===== config.mk =====
export PLATFORM = sky130hd
export DESIGN_NAME = apb_regbank_rw
export DESIGN_NICKNAME = d
export VERILOG_FILES = /design/src/rtl/apb_regbank_pkg.sv /design/src/rtl/apb_regbank_rw_wait_ctrl.sv /design/src/rtl/apb_regbank_rw.sv
export SDC_FILE = /design/constraint.sdc
export NUM_CORES = 1
export LEC_CHECK = 0
export ABC_AREA = 1
export BUFFER_PORTS_ARGS = -buffer_cell sky130_fd_sc_hd__buf_2
export CAP_MARGIN = 20
export CORE_MARGIN = 2
export CORE_UTILIZATION = 50
export DETAILED_ROUTE_END_ITERATION = 12
export PLACE_DENSITY = 0.86
export SLEW_MARGIN = 20
export SYNTH_ARGS = -nofsm -noshare
export SYNTH_HDL_FRONTEND = slang
export SYNTH_SLANG_ARGS = --single-unit

===== constraint.sdc =====
create_clock -name PCLK -period 5.4 [get_ports PCLK]
set_clock_uncertainty 0.15 [all_clocks]
set_input_delay 0.54 -clock PCLK [delete_from_list [all_inputs] [get_ports PCLK]]
set_output_delay 0.54 -clock PCLK [all_outputs]
set_load 0.005 [all_outputs]

===== src/rtl/apb_regbank_pkg.sv =====
// -----------------------------------------------------------------------------
// apb_regbank_pkg
// Shared types and constants for the apb_regbank_rw register bank:
//   - apb_state_e : transfer FSM states (IDLE, SETUP, ACCESS)
//   - dec_e       : address-decode result
//   - byte offsets of the register regions
//   - in_range()  : helper that tests whether an offset falls in a word array
// -----------------------------------------------------------------------------
package apb_regbank_pkg;

    typedef enum logic [1:0] {
        IDLE   = 2'd0,
        SETUP  = 2'd1,
        ACCESS = 2'd2
    } apb_state_e;

    typedef enum logic [2:0] {
        DEC_NONE     = 3'd0,
        DEC_STAT     = 3'd1,
        DEC_CTRL     = 3'd2,
        DEC_ID       = 3'd3,
        DEC_IRQ_STAT = 3'd4,
        DEC_IRQ_MASK = 3'd5
    } dec_e;

    localparam logic [31:0] STAT_BASE    = 32'h0000_0000;
    localparam logic [31:0] CTRL_BASE    = 32'h0000_0040;
    localparam logic [31:0] ID_OFS       = 32'h0000_007C;
    localparam logic [31:0] IRQ_STAT_OFS = 32'h0000_0080;
    localparam logic [31:0] IRQ_MASK_OFS = 32'h0000_0084;

    // True when a word-aligned byte offset lies inside an array of 'count'
    // 32-bit-spaced words starting at 'base'.
    function automatic logic in_range(input logic [31:0] ofs,
                                      input logic [31:0] base,
                                      input logic [31:0] count);
        return (ofs >= base) && (ofs < (base + (count << 32'd2)));
    endfunction

endpackage


===== src/rtl/apb_regbank_rw_wait_ctrl.sv =====
// -----------------------------------------------------------------------------
// apb_wait_ctrl
// APB transfer FSM with programmable wait states. Produces PREADY and the
// write-commit strobe for the register bank.
// Ports:
//   i_clk, i_rst   : clock, asynchronous active-high reset
//   i_clk_en       : 0 holds FSM and counter and forces o_pready low
//   i_psel         : APB select
//   i_penable      : APB enable (access phase)
//   o_pready       : transfer complete this cycle
//   o_commit       : side effects (writes, W1C) take place this cycle
//   o_access       : FSM is in the ACCESS state (read data may be driven)
// The SETUP state is recognised combinationally from IDLE while the master
// presents its setup phase, so a zero-wait transfer takes the standard two
// cycles and each wait state adds exactly one.
// -----------------------------------------------------------------------------
module apb_wait_ctrl
    import apb_regbank_pkg::*;
#(
    parameter int unsigned WAIT_STATES = 0
) (
    input  logic i_clk,
    input  logic i_rst,
    input  logic i_clk_en,
    input  logic i_psel,
    input  logic i_penable,
    output logic o_pready,
    output logic o_commit,
    output logic o_access
);

    localparam logic [3:0] WAIT_CNT = 4'(WAIT_STATES);

    apb_state_e r_state;
    apb_state_e w_state_cur;
    apb_state_e w_state_nxt;
    logic [3:0] r_cnt;
    logic [3:0] w_cnt_nxt;

    // Effective current state: a setup phase seen from IDLE is the SETUP state.
    always_comb begin
        w_state_cur = r_state;
        if ((r_state == IDLE) && i_psel && !i_penable) begin
            w_state_cur = SETUP;
        end else begin
            w_state_cur = r_state;
        end
    end

    // Next-state and wait-counter logic.
    always_comb begin
        w_state_nxt = IDLE;
        w_cnt_nxt   = r_cnt;
        case (w_state_cur)
            IDLE: begin
                w_state_nxt = IDLE;
            end
            SETUP: begin
                w_state_nxt = ACCESS;
                w_cnt_nxt   = WAIT_CNT;
            end
            ACCESS: begin
                if (!i_psel) begin
                    // Master abandoned the transfer: nothing is committed.
                    w_state_nxt = IDLE;
                    w_cnt_nxt   = 4'd0;
                end else if (r_cnt != 4'd0) begin
                    w_state_nxt = ACCESS;
                    w_cnt_nxt   = r_cnt - 4'd1;
                end else begin
                    w_state_nxt = IDLE;
                end
            end
            default: begin
                w_state_nxt = IDLE;
                w_cnt_nxt   = 4'd0;
            end
        endcase
    end

    // State and counter registers; frozen while the clock enable is low.
    always_ff @(posedge i_clk or posedge i_rst) begin
        if (i_rst) begin
            r_state <= IDLE;
            r_cnt   <= 4'd0;
        end else if (i_clk_en) begin
            r_state <= w_state_nxt;
            r_cnt   <= w_cnt_nxt;
        end else begin
            r_state <= r_state;
            r_cnt   <= r_cnt;
        end
    end

    assign o_pready = i_clk_en & (r_state == ACCESS) & (r_cnt == 4'd0) & i_psel;
    assign o_commit = o_pready & i_penable;
    assign o_access = (r_state == ACCESS);

endmodule


===== src/rtl/apb_regbank_rw.sv =====
// -----------------------------------------------------------------------------
// apb_regbank_rw
// APB4 slave register bank: NUM_STAT read-only status words, NUM_CTRL
// read/write control words with byte strobes, a read-only ID word,
// programmable wait states and PSLVERR on unmapped / read-only writes.
// Optional feature macro: APB_REGBANK_IRQ_EN (status-change interrupt with
// IRQ_STATUS (W1C) at 0x80 and IRQ_MASK at 0x84). Without it irq_o is 0 and
// 0x80/0x84 are unmapped.
// Ports:
//   PCLK, PRESET        : clock, asynchronous active-high reset
//   clk_en              : 0 freezes all state and holds PREADY low
//   PSEL/PENABLE/PWRITE : APB control
//   PADDR, PWDATA, PSTRB: APB address (bits [1:0] ignored), data, strobes
//   PRDATA/PREADY/PSLVERR : APB response
//   control_o           : control words, word i at [i*DATA_WIDTH +: DATA_WIDTH]
//   status_i            : status words, same packing, sampled live
//   irq_o               : registered interrupt request
// -----------------------------------------------------------------------------
module apb_regbank_rw
    import apb_regbank_pkg::*;
#(
    parameter int unsigned ADDR_WIDTH  = 8,
    parameter int unsigned DATA_WIDTH  = 32,
    parameter int unsigned NUM_STAT    = 4,
    parameter int unsigned NUM_CTRL    = 4,
    parameter int unsigned WAIT_STATES = 0,
    parameter logic [31:0] CTRL_RESET  = 32'h0000_1234,
    parameter logic [31:0] ID_VALUE    = 32'h0021_6948
) (
    input  logic                           PCLK,
    input  logic                           PRESET,
    input  logic                           clk_en,
    input  logic                           PSEL,
    input  logic                           PENABLE,
    input  logic                           PWRITE,
    input  logic [ADDR_WIDTH-1:0]          PADDR,
    input  logic [DATA_WIDTH-1:0]          PWDATA,
    input  logic [DATA_WIDTH/8-1:0]        PSTRB,
    output logic [DATA_WIDTH-1:0]          PRDATA,
    output logic                           PREADY,
    output logic                           PSLVERR,
    output logic [NUM_CTRL*DATA_WIDTH-1:0] control_o,
    input  logic [NUM_STAT*DATA_WIDTH-1:0] status_i,
    output logic                           irq_o
);

    localparam int unsigned NUM_BYTES = DATA_WIDTH / 8;

    logic                           w_pready;
    logic                           w_commit;
    logic                           w_access;
    logic [31:0]                    w_ofs;
    logic [3:0]                     w_idx;
    dec_e                           w_dec;
    logic                           w_err;
    logic                           w_wr;
    logic [DATA_WIDTH-1:0]          w_mask;
    logic [DATA_WIDTH-1:0]          w_wdata_m;
    logic [DATA_WIDTH-1:0]          w_rdata;
    logic [NUM_CTRL*DATA_WIDTH-1:0] r_ctrl;

    apb_wait_ctrl #(
        .WAIT_STATES (WAIT_STATES)
    ) u_wait_ctrl (
        .i_clk     (PCLK),
        .i_rst     (PRESET),
        .i_clk_en  (clk_en),
        .i_psel    (PSEL),
        .i_penable (PENABLE),
        .o_pready  (w_pready),
        .o_commit  (w_commit),
        .o_access  (w_access)
    );

    // Word-aligned byte offset; the two low address bits are don't-care.
    assign w_ofs = 32'(PADDR) & ~32'd3;
    assign w_idx = w_ofs[5:2];

    // Address decode.
    always_comb begin
        w_dec = DEC_NONE;
        if (in_range(w_ofs, STAT_BASE, 32'(NUM_STAT))) begin
            w_dec = DEC_STAT;
        end else if (in_range(w_ofs, CTRL_BASE, 32'(NUM_CTRL))) begin
            w_dec = DEC_CTRL;
        end else if (w_ofs == ID_OFS) begin
            w_dec = DEC_ID;
`ifdef APB_REGBANK_IRQ_EN
        end else if (w_ofs == IRQ_STAT_OFS) begin
            w_dec = DEC_IRQ_STAT;
        end else if (w_ofs == IRQ_MASK_OFS) begin
            w_dec = DEC_IRQ_MASK;
`endif
        end else begin
            w_dec = DEC_NONE;
        end
    end

    // Byte strobes expanded to a bit mask; strobe-masked write data.
    always_comb begin
        w_mask = '0;
        for (int b = 0; b < NUM_BYTES; b++) begin
            w_mask[b*8 +: 8] = {8{PSTRB[b]}};
        end
        w_wdata_m = PWDATA & w_mask;
    end

    assign w_err = (w_dec == DEC_NONE) |
                   (PWRITE & ((w_dec == DEC_STAT) | (w_dec == DEC_ID)));
    assign w_wr  = w_commit & PWRITE & ~w_err;

    // Control words: byte-lane writes committed on the completing cycle only.
    always_ff @(posedge PCLK or posedge PRESET) begin
        if (PRESET) begin
            r_ctrl <= {NUM_CTRL{DATA_WIDTH'(CTRL_RESET)}};
        end else if (clk_en && w_wr && (w_dec == DEC_CTRL)) begin
            for (int i = 0; i < NUM_CTRL; i++) begin
                if (w_idx == 4'(i)) begin
                    r_ctrl[i*DATA_WIDTH +: DATA_WIDTH] <=
                        (r_ctrl[i*DATA_WIDTH +: DATA_WIDTH] & ~w_mask) | w_wdata_m;
                end else begin
                    r_ctrl[i*DATA_WIDTH +: DATA_WIDTH] <= r_ctrl[i*DATA_WIDTH +: DATA_WIDTH];
                end
            end
        end else begin
            r_ctrl <= r_ctrl;
        end
    end

    assign control_o = r_ctrl;

`ifdef APB_REGBANK_IRQ_EN
    logic [NUM_STAT*DATA_WIDTH-1:0] r_status_q;
    logic [NUM_STAT-1:0]            r_irq_stat;
    logic [NUM_STAT-1:0]            r_irq_mask;
    logic                           r_irq;
    logic [NUM_STAT-1:0]            w_chg;
    logic [NUM_STAT-1:0]            w_irq_clr;
    logic [NUM_STAT-1:0]            w_mask_wr;

    // Per-word change detect and software clear / mask-write requests.
    always_comb begin
        w_chg     = '0;
        w_irq_clr = '0;
        w_mask_wr = '0;
        for (int i = 0; i < NUM_STAT; i++) begin
            w_chg[i] = (status_i[i*DATA_WIDTH +: DATA_WIDTH] !=
                        r_status_q[i*DATA_WIDTH +: DATA_WIDTH]);
        end
        if (w_wr && (w_dec == DEC_IRQ_STAT)) begin
            w_irq_clr = w_wdata_m[NUM_STAT-1:0];
        end else begin
            w_irq_clr = '0;
        end
        if (w_wr && (w_dec == DEC_IRQ_MASK)) begin
            w_mask_wr = w_mask[NUM_STAT-1:0];
        end else begin
            w_mask_wr = '0;
        end
    end

    // Interrupt state; a hardware set beats a same-cycle W1C clear.
    always_ff @(posedge PCLK or posedge PRESET) begin
        if (PRESET) begin
            r_status_q <= '0;
            r_irq_stat <= '0;
            r_irq_mask <= '0;
            r_irq      <= 1'b0;
        end else if (clk_en) begin
            r_status_q <= status_i;
            r_irq_stat <= (r_irq_stat & ~w_irq_clr) | w_chg;
            r_irq_mask <= (r_irq_mask & ~w_mask_wr) | (w_wdata_m[NUM_STAT-1:0] & w_mask_wr);
            r_irq      <= |(r_irq_stat & r_irq_mask);
        end else begin
            r_status_q <= r_status_q;
            r_irq_stat <= r_irq_stat;
            r_irq_mask <= r_irq_mask;
            r_irq      <= r_irq;
        end
    end

    assign irq_o = r_irq;
`else
    assign irq_o = 1'b0;
`endif

    // Read-data mux; driven only for reads in the ACCESS state.
    always_comb begin
        w_rdata = '0;
        if (w_access && !PWRITE) begin
            case (w_dec)
                DEC_STAT:     w_rdata = status_i[w_idx*DATA_WIDTH +: DATA_WIDTH];
                DEC_CTRL:     w_rdata = r_ctrl[w_idx*DATA_WIDTH +: DATA_WIDTH];
                DEC_ID:       w_rdata = DATA_WIDTH'(ID_VALUE);
`ifdef APB_REGBANK_IRQ_EN
                DEC_IRQ_STAT: w_rdata = DATA_WIDTH'(r_irq_stat);
                DEC_IRQ_MASK: w_rdata = DATA_WIDTH'(r_irq_mask);
`endif
                default:      w_rdata = '0;
            endcase
        end else begin
            w_rdata = '0;
        end
    end

    assign PRDATA  = w_rdata;
    assign PREADY  = w_pready;
    assign PSLVERR = w_pready & w_err;

endmodule


==> results.cfg <==
[detailed_routing]
drc_errors = 0
dr.pass1.iters = 6
totalWireLength_um = 30800
vias = 9837
routed_via_density = 5.890
drt_iter0_drc = 1103
wl_per_cell_um = 18.44
ant_nets = 0

[power_and_ir_drop]
switching_share_pct = 29.13
combPwrFrac_pct = 15.1
p_leak_nw = 5.985
power_frac_seq_pct = 41.3
power_density_nw_per_um2 = 233.7
p_int_mw = 1.759
irDropWorstVdd_mv = 0.2214
switchingPower_uw = 723.1
p_clk_share_pct = 43.5

[setup_path]
cp.arrival_ns = 3.30
path_cells = buf_2 > nand2_4 > nor2_2 > o21ai_0 > inv_1 > ha_4 > clkinv_2 > buf_4 > o21ai_0 > a21oi_1 > o21a_1 > buf_2
reg2reg_depth = 9
criticalPathCategory = primary input to output port
crit_required_ns = 4.71
start_kind = primary input
max_stage_delay_ns = 0.48
r2r_start = u_wait_ctrl.r_cnt[0]
crit_slowest_cell = buf_4
endpoint_kind = output port
reg2reg_slack_ns = 2.77
cpLargestDelayFamily = buffers and inverters
cp_max_fo = 45
worst-path-buf-inv = 5

[die]
io_pins = 341
die_w_um = 133.8
die_h_um = 133.8
coreArea_um2 = 16520
fp.dieArea_um2 = 17900
row_count = 47
start_util_pct = 50.97

[yosys]
synth_area_leader_cell = dfrtp_1
synth_seq_area_share_pct = 39.81
synthCells = 1156
syn_avg_cell_area_um2 = 7.286
synthTopCellsByArea = dfrtp_1 34%, nand2_1 14%, nand4_1 10%
synth_area_um2 = 8423
synth_top_area_share_pct = 33.57
synth-main-ff-cell = dfrtp_1
ys_warn_count = 0
syn_nets = 1339
synthDistinctLibCells = 36
async_flop_share_pct = 100.0
synth_edf_count = 0
ys_seq_elements = 133

[final_layout]
layout_commonest_cell = buf_2
final_cell_mix = 337 x buf_2, 323 x nand2_1, 208 x nor2_1, 135 x nand4_1, 113 x dfrtp_1
drive_gt1_share_pct = 30.28
antennaDiodeCount = 0
area_growth_pct = 26.08
finish.net_count = 1620

[sta]
max_slew_margin_pct = 26.80
tightest_slew_ns = 1.095
finalWorstSetupSlack_ns = 1.410
fmax_ghz = 0.2506
min_period_ns = 3.990
rsz0062_at_grt = no
drv_slew = 0
finalHoldViolations = 0
period_share_pct = 73.88
setup_viol = 0
final.setup.tns_ns = 0

[worst_hold_path]
min-delay-path-class = primary input to async pin

[clock_network]
numCtsBuffers = 17
clockBufferDepth = 2
ctsHoldBuffers = 0
cts_num_sinks = 133
cts_tree = done
cts_resized = 0
clock_latency_ns = 0.42
root_buffer = clkbuf_16
htreeDepth = 4
cts_setup_buffers = 0
clkTransAtPathRegs_ns = 0.06

[global_route]
antenna_found_initial = 0
gr-usage-all-layers_pct = 33.60
grt_pass1_vias = 8932
grt_pass1_wl_um = 47240
grt_max_degree = 134
grt_overflow = 0

[job]
drv_cap = 0

[placed_design]
portBuffers = 337
place_congestion = 0.8766
hpwl_um = 20660
dp_slack_ns = 1.277

[run_status]
status = finished, final reports clean
## cells in the mapped netlist (all sizes together) (5+ instances only)
cell     instances
ha               5
nand4          145
clkbuf          46
nor3             5
a21oi           21
o2111ai          5
o32ai           10
o21a             9
o211ai          22
nor2           213
dfstp           20
inv             29
buf             47
a31oi           14
dfrtp          113
o21ai          106
nand2          327
nand3           14
## cell families (layout without fill, tap and decap cells)
logic type	count (synthesis)	count (layout)	synth area share, %
AO/OA/AOI/OAI	189	189	13.22
buffers and inverters	122	416	7.234
adder cells (fa/ha/maj)	5	5	0.7427
flip-flops	133	133	39.81
XOR/XNOR	1	1	0.1040
AND/OR/NAND/NOR	705	705	38.84
other	1	1	0.04452
## final cells by class
| class | instances | area [um^2] |
|---|---|---|
| clock inverter | 12 | 96.34 |
| tap | 220 | 275.3 |
| inverter | 29 | 112.6 |
| clock buffer | 20 | 456.7 |
| timing repair buffer | 355 | 1834 |
| fill | 1386 | 5904 |
| multi-input combinational | 901 | 4492 |
| sequential | 133 | 3353 |
## through the flow
step	cell area [um^2]	hold WS [ns]	total power [mW]	utilization (%)	cells
after floorplan	8423	0.3072	1.267	-	1156
after global placement	10060	0.3121	1.399	60.89	1638
after detailed placement	10060	0.3128	1.413	60.89	1638
after CTS	10620	0.1631	2.484	64.24	1670
after global routing	10620	0.2045	2.579	64.27	1670
final	10620	0.1251	2.482	64.27	1670
## metal layers
layer  vias up  track usage (%)  share of wire, %
li1       4532                -                 -
met1      4581            45.49                39
met2       633            52.99                46
met3        91            6.538                11
met4         0            14.18               3.3
met5         -                0                 0
## how the worst max path moves through the flow
stage / depth (start not counted) / slack [ns] / endpoint / from
after floorplan: 1 / 1.19 / async pin / PRESET
after global placement: 13 / 1.35 / register / PADDR[2]
after detailed placement: 13 / 1.28 / register / PADDR[2]
after CTS: 15 / 1.43 / PRDATA[14] / PADDR[2]
after global routing: 15 / 1.14 / PRDATA[14] / PADDR[2]
final: 12 / 1.41 / PRDATA[2] / PADDR[2]
## power groups by stage
stage	combinational [mW]	sequential [mW]	clock, mW
final	0.376	1.03	1.08
after global routing	0.417	1.03	1.13
after CTS	0.371	1.03	1.09
after detailed placement	0.369	1.04	0
after global placement	0.357	1.04	0
after floorplan	0.226	1.04	0
No activity file was read; power rests on OpenSTA's default activity.
